==> src/rtl/seq_div_pkg.sv <==
// Shared types and constants for the sequential restoring divider.
// Used by seq_div_16_8 and its single-step subtractor seq_div_step.
package seq_div_pkg;

    typedef enum logic [1:0] {
        IDLE = 2'd0,
        CALC = 2'd1,
        DONE = 2'd2
    } state_e;

    localparam int DW_DEF = 16;
    localparam int VW_DEF = 8;

    // Quotient reported for a zero divisor: all ones over w bits.
    function automatic logic [63:0] dz_quotient(input int w);
        logic [63:0] r;
        if (w >= 64) begin
            r = '1;
        end else begin
            r = (64'd1 << w) - 64'd1;
        end
        return r;
    endfunction

endpackage

==> src/rtl/seq_div_step.sv <==
// One restoring-division step: shift in a dividend bit and conditionally
// subtract the divisor. Kept separate so an approximate subtractor can drop in.
module seq_div_step
    import seq_div_pkg::*;
#(
    parameter int VW = VW_DEF
) (
    input  logic [VW-1:0] rem_i,
    input  logic          bit_i,
    input  logic [VW-1:0] divisor_i,
    output logic [VW-1:0] rem_o,
    output logic          q_o
);

    // The shifted partial remainder needs VW+1 bits; after a
    // conditional subtract it is below the divisor and fits VW bits.
    logic [VW:0]   part;
    logic [VW-1:0] diff;

    // Compare-and-subtract for a single quotient bit.
    always_comb begin
        part  = {rem_i, bit_i};
        diff  = part[VW-1:0] - divisor_i;
        q_o   = (part >= {1'b0, divisor_i});
        rem_o = q_o ? diff : part[VW-1:0];
    end

endmodule

==> src/rtl/seq_div_16_8.sv <==
// Sequential unsigned restoring divider, one quotient bit per clock.
// Optional macro SEQ_DIV_BACK_TO_BACK_EN lets DONE accept new operands.
module seq_div_16_8
    import seq_div_pkg::*;
#(
    parameter int DW = DW_DEF,
    parameter int VW = VW_DEF
) (
    input  logic          clk,
    input  logic          rst_n,
    input  logic          in_valid,
    output logic          in_ready,
    input  logic [DW-1:0] dividend,
    input  logic [VW-1:0] divisor,
    output logic          out_valid,
    input  logic          out_ready,
    output logic [DW-1:0] quotient,
    output logic [VW-1:0] remainder,
    output logic          div_zero
);

    localparam int CW = (DW > 1) ? $clog2(DW) : 1;
    localparam logic [63:0] DZ_FULL = dz_quotient(DW);
    localparam logic [DW-1:0] DZ_QUOT = DZ_FULL[DW-1:0];
    localparam logic [CW-1:0] CNT_TOP = CW'(DW - 1);

    state_e        state_q, state_d;
    logic [DW-1:0] dvd_q, dvd_d;
    logic [VW-1:0] dvs_q, dvs_d;
    logic [VW-1:0] rem_q, rem_d;
    logic [DW-1:0] quot_q, quot_d;
    logic [CW-1:0] cnt_q, cnt_d;
    logic          dz_q, dz_d;

    logic          accept;
    logic [VW-1:0] step_rem;
    logic          step_q;

    seq_div_step #(
        .VW(VW)
    ) u_step (
        .rem_i    (rem_q),
        .bit_i    (dvd_q[cnt_q]),
        .divisor_i(dvs_q),
        .rem_o    (step_rem),
        .q_o      (step_q)
    );

`ifdef SEQ_DIV_BACK_TO_BACK_EN
    assign in_ready = (state_q == IDLE)
                    | ((state_q == DONE) & out_ready);
`else
    assign in_ready = (state_q == IDLE);
`endif

    assign out_valid = (state_q == DONE);
    assign accept    = in_valid & in_ready;
    assign quotient  = quot_q;
    assign remainder = rem_q;
    assign div_zero  = dz_q;

    // Next-state: operand load, per-bit step, result handshake.
    always_comb begin
        state_d = state_q;
        dvd_d   = dvd_q;
        dvs_d   = dvs_q;
        rem_d   = rem_q;
        quot_d  = quot_q;
        cnt_d   = cnt_q;
        dz_d    = dz_q;
        if (accept) begin
            dvd_d = dividend;
            dvs_d = divisor;
            cnt_d = CNT_TOP;
            if (divisor == '0) begin
                state_d = DONE;
                quot_d  = DZ_QUOT;
                rem_d   = dividend[VW-1:0];
                dz_d    = 1'b1;
            end else begin
                state_d = CALC;
                quot_d  = '0;
                rem_d   = '0;
                dz_d    = 1'b0;
            end
        end else begin
            case (state_q)
                CALC: begin
                    rem_d         = step_rem;
                    quot_d[cnt_q] = step_q;
                    if (cnt_q == '0) begin
                        state_d = DONE;
                    end else begin
                        cnt_d = cnt_q - 1'b1;
                    end
                end
                DONE: begin
                    if (out_ready) begin
                        state_d = IDLE;
                    end
                end
                default: begin
                    state_d = state_q;
                end
            endcase
        end
    end

    // State and datapath registers with synchronous active-low reset.
    always_ff @(posedge clk) begin
        if (!rst_n) begin
            state_q <= IDLE;
            dvd_q   <= '0;
            dvs_q   <= '0;
            rem_q   <= '0;
            quot_q  <= '0;
            cnt_q   <= '0;
            dz_q    <= 1'b0;
        end else begin
            state_q <= state_d;
            dvd_q   <= dvd_d;
            dvs_q   <= dvs_d;
            rem_q   <= rem_d;
            quot_q  <= quot_d;
            cnt_q   <= cnt_d;
            dz_q    <= dz_d;
        end
    end

endmodule

==> config.mk <==
export PLATFORM = sky130hd
export DESIGN_NAME = seq_div_16_8
export DESIGN_NICKNAME = d
export VERILOG_FILES = /design/src/rtl/seq_div_pkg.sv /design/src/rtl/seq_div_step.sv /design/src/rtl/seq_div_16_8.sv
export SDC_FILE = /design/constraint.sdc
export NUM_CORES = 1
export LEC_CHECK = 0
export CAP_MARGIN = 40
export CORE_ASPECT_RATIO = 1.5
export CORE_UTILIZATION = 55
export CTS_CLUSTER_DIAMETER = 50
export DETAILED_ROUTE_END_ITERATION = 12
export DONT_BUFFER_PORTS = 1
export PLACE_DENSITY = 0.8
export SLEW_MARGIN = 20
export SYNTH_ARGS = -nofsm -noshare
export SYNTH_HDL_FRONTEND = slang
export SYNTH_SLANG_ARGS = --single-unit
==> constraint.sdc <==
create_clock -name clk -period 4.1 [get_ports clk]
set_input_delay 0.615 -clock clk [delete_from_list [all_inputs] [get_ports clk]]
set_output_delay 0.615 -clock clk [all_outputs]
set_load 0.005 [all_outputs]
==> run_results.csv <==
group,metric,value,unit
yosys,postSynthCellCount,373,
sta,fin_tns_setup,0,ns
clock_tree,post_cts_buffers,0,
power,power_density,529,nW/um^2
sta,relSlewSlack,42.4,%
clock_tree,path_clk_slew,0.11,ns
clock_tree,cts_resized,0,
global_route,gr-total-overflow,0,
drt,dr.pass1.iters,4,
yosys,ys_seq_area_share,37.0,%
drt,drc,0,
yosys,synth_edf_count,0,
flow_run,maxCapViolations,0,
placed_design,portBuffers,0,
sta,fin_crit_sh,75.1,%
clock_tree,htree_levels,2,
layout,n_fill_cell,440,
run_status,status,"finished, final reports clean",
layout,fin_util,59.2,%
floorplan,num_rows,32,
sta,fmax,325,MHz
layout,fin_cells,427,
clock_tree,numClockSinks,55,
sta,finClkSkew,0.0128,ns
drt,via_per_inst,5.95,
global_route,grt_usage,26.0,%
yosys,netlist_area,2970,um^2
sta,setup_viol,0,
layout,num_antenna_cells,0,
power,peakVddDrop,0.252,mV
sta,final.setup.worst_slack,1.02,ns
yosys,syn_nets,415,
layout,area_delta_synth_final,2.73,%
clock_tree,hold_buffers,0,
drt,wl_per_cell,15.7,um
sta,drv_slew,0,
worst_setup_path,cp.required,4.35,ns
drt,drt_iter0_markers,179,
worst_setup_path,worstPathArrival,3.33,ns
sta,period_minus_slack,3.08,ns
floorplan,core,5160,um^2
floorplan,dieHeight,92.1,um
clock_tree,insertion_delay,0.32,ns
drt,antenna_left,0,
placed_design,dp_cells,419,
placed_design,hpwl,4.96,mm
global_route,grt_pass1_wl,11.3,mm
yosys,ys_seq_elements,55,
worst_setup_path,worstSetupStartpointType,"flip-flop",
yosys,synth_cell_types,53,
layout,final_nets,400,
clock_tree,root_buffer,"clkbuf_8",
floorplan,start_util,57.6,%
yosys,synth_top_area_share,37.0,%
placed_design,place_congestion,0.918,
sta,hold_violations,0,
worst_setup_path,reg2reg_from,"cnt_q[0]",
worst_setup_path,startpoint,"cnt_q[0]",
yosys,synth_flop_cell,"dfxtp_1",
global_route,antenna_found_initial,0,
clock_tree,cts_made_buffers,5,
worst_setup_path,slowest_stage,"o211ai_4",
global_route,grt_pass1_vias,2426,
floorplan,fp.dieW,62.0,um
yosys,avgSynthCellArea,7.97,um^2
floorplan,dieArea,5710,um^2
worst_setup_path,critPathMaxFanout,27,
min_path,hold_start,"rst_n",
drt,vias,2542,
yosys,yosysWarnings,0,
worst_setup_path,crit_chain,"mux4_2 -> mux2i_1 -> mux2_2 -> ha_1 -> nand2b_1 -> a21oi_1 -> o211ai_4 -> mux2_1 -> o22ai_1",
layout,drive_gt1_share,6.96,%
clock_tree,cts_tree,"built",
power,p_leak,1.11,nW
floorplan,io_pins,55,
drt,drt-total-wl,6.71,mm
yosys,synth_top_area_cell,"dfxtp_1",
sta,tightestPinTransition,0.861,ns
min_path,hp-class,"in -> reg",
worst_setup_path,path_class,"reg -> reg",
yosys,yosys-top-cells-area,"dfxtp_1 (37%), nand2_1 (8.2%), a21oi_1 (7.2%)",
global_route,grt_max_degree,36,
worst_setup_path,crit_path_end_kind,"flip-flop",
yosys,async_flop_share,0,%
placed_design,pre_cts_slack,1.07,ns
sta,rsz0062_at_grt,"false",
clock_tree,clock_path_buffers,2,
worst_setup_path,critPathMaxStageDelay,0.66,ns
sta,timing.hold.ws,0.407,ns
[power by group]
group | switching, mW | internal [mW]
combinational | 0.382 | 0.261
clock | 0.189 | 0.123
sequential | 0.0733 | 0.587
total | 0.645 | 0.970
[Yosys cell counts, types with 3 or more instances]
master     n
ha_1      13
nand2b_1   7
mux4_2     4
nand3_1    5
o22ai_1    4
o21ai_1   14
a21oi_1   43
mux2i_1    9
o21ai_0   25
clkbuf_1  13
inv_1     15
a22oi_1    4
buf_2      4
a211oi_2   3
nand2_1   65
dfxtp_1   55
nor2_1    23
o21a_1     5
xnor2_1    3
nor3_1    15
[layer usage]
| metal | routed length, um | vias to the layer above | GRT usage, % |
|---|---|---|---|
| met5 | 0 | - | 0 |
| met4 | 227 | 0 | 12.2 |
| met3 | 462 | 20 | 5.78 |
| met2 | 3340 | 89 | 40.6 |
| met1 | 2690 | 1174 | 32.8 |
| li1 | - | 1259 | - |
[cell usage in the layout, fill, tap and decap left out, types with 2 or more instances in the layout]
cell        count
ha_1           13
xor2_1          2
a211oi_2        3
a22oi_1         4
o22ai_1         4
mux2i_1         9
nand3_1         5
and2b_1         2
a21o_1          2
mux2_2          2
inv_1          15
nor2b_1         2
a31oi_1         2
clkinvlp_4      2
nor2_1         23
clkbuf_8        5
nor4_1          2
nand2b_1        7
nand2_1        65
nor3_1         15
o21a_1          5
dfxtp_1        55
o21ai_0        25
a21oi_1        43
xnor2_1         3
mux4_2          4
o21ai_1        14
buf_4           2
or2_2           2
[cell type report]
cell class / count / area (um^2) / share of cell area (%)
timing repair buffer: 2 / 15.0 / 0.491
sequential: 55 / 1100 / 36.0
multi-input combinational: 278 / 1700 / 55.7
inverter: 16 / 60.1 / 1.97
tap: 68 / 85.1 / 2.78
clock buffer: 5 / 68.8 / 2.25
clock inverter: 3 / 23.8 / 0.778
[flip-flops by register name, summed over array words and instances, names as in the netlist]
name	flops
quotient	16
dvd_q	16
remainder	8
cnt_q	4
dvs_q	8
state_q	2
div_zero	1
[final timing paths]
path / to / slack [ns] / depth (start not counted)
setup / recovery: remainder[1] / 1.02 / 9
hold / removal: remainder[7] / 0.41 / 2
setup reg to reg: remainder[1] / 1.02 / 9
hold reg to reg: dvs_q[4] / 0.46 / 2
[per-stage QoR]
step                power [mW]  cell area [um^2]
global route              1.73              3060
floorplan                 1.23              2970
detailed placement        1.31              2960
finish                    1.61              3060
global placement          1.29              2960
CTS                       1.62              3060
[worst max-delay path: cells and delay by family, from the launching register on]
kind	cells	cell delay, ns
mux	4	1.30
compound gates	3	0.91
flops	1	0.58
fa+ha+maj	1	0.13
simple gates	1	0.10
[cell families (layout without fill, tap and decap cells)]
group	Yosys count	in the layout	share of synthesized area [%]
flops	55	55	37.0
xor+xnor	5	5	1.47
simple gates	132	132	19.9
buf+inv	40	26	5.93
compound gates	111	111	22.3
fa+ha+maj	14	14	6.14
mux	16	16	7.19
No activity file was read; power rests on OpenSTA's default activity.
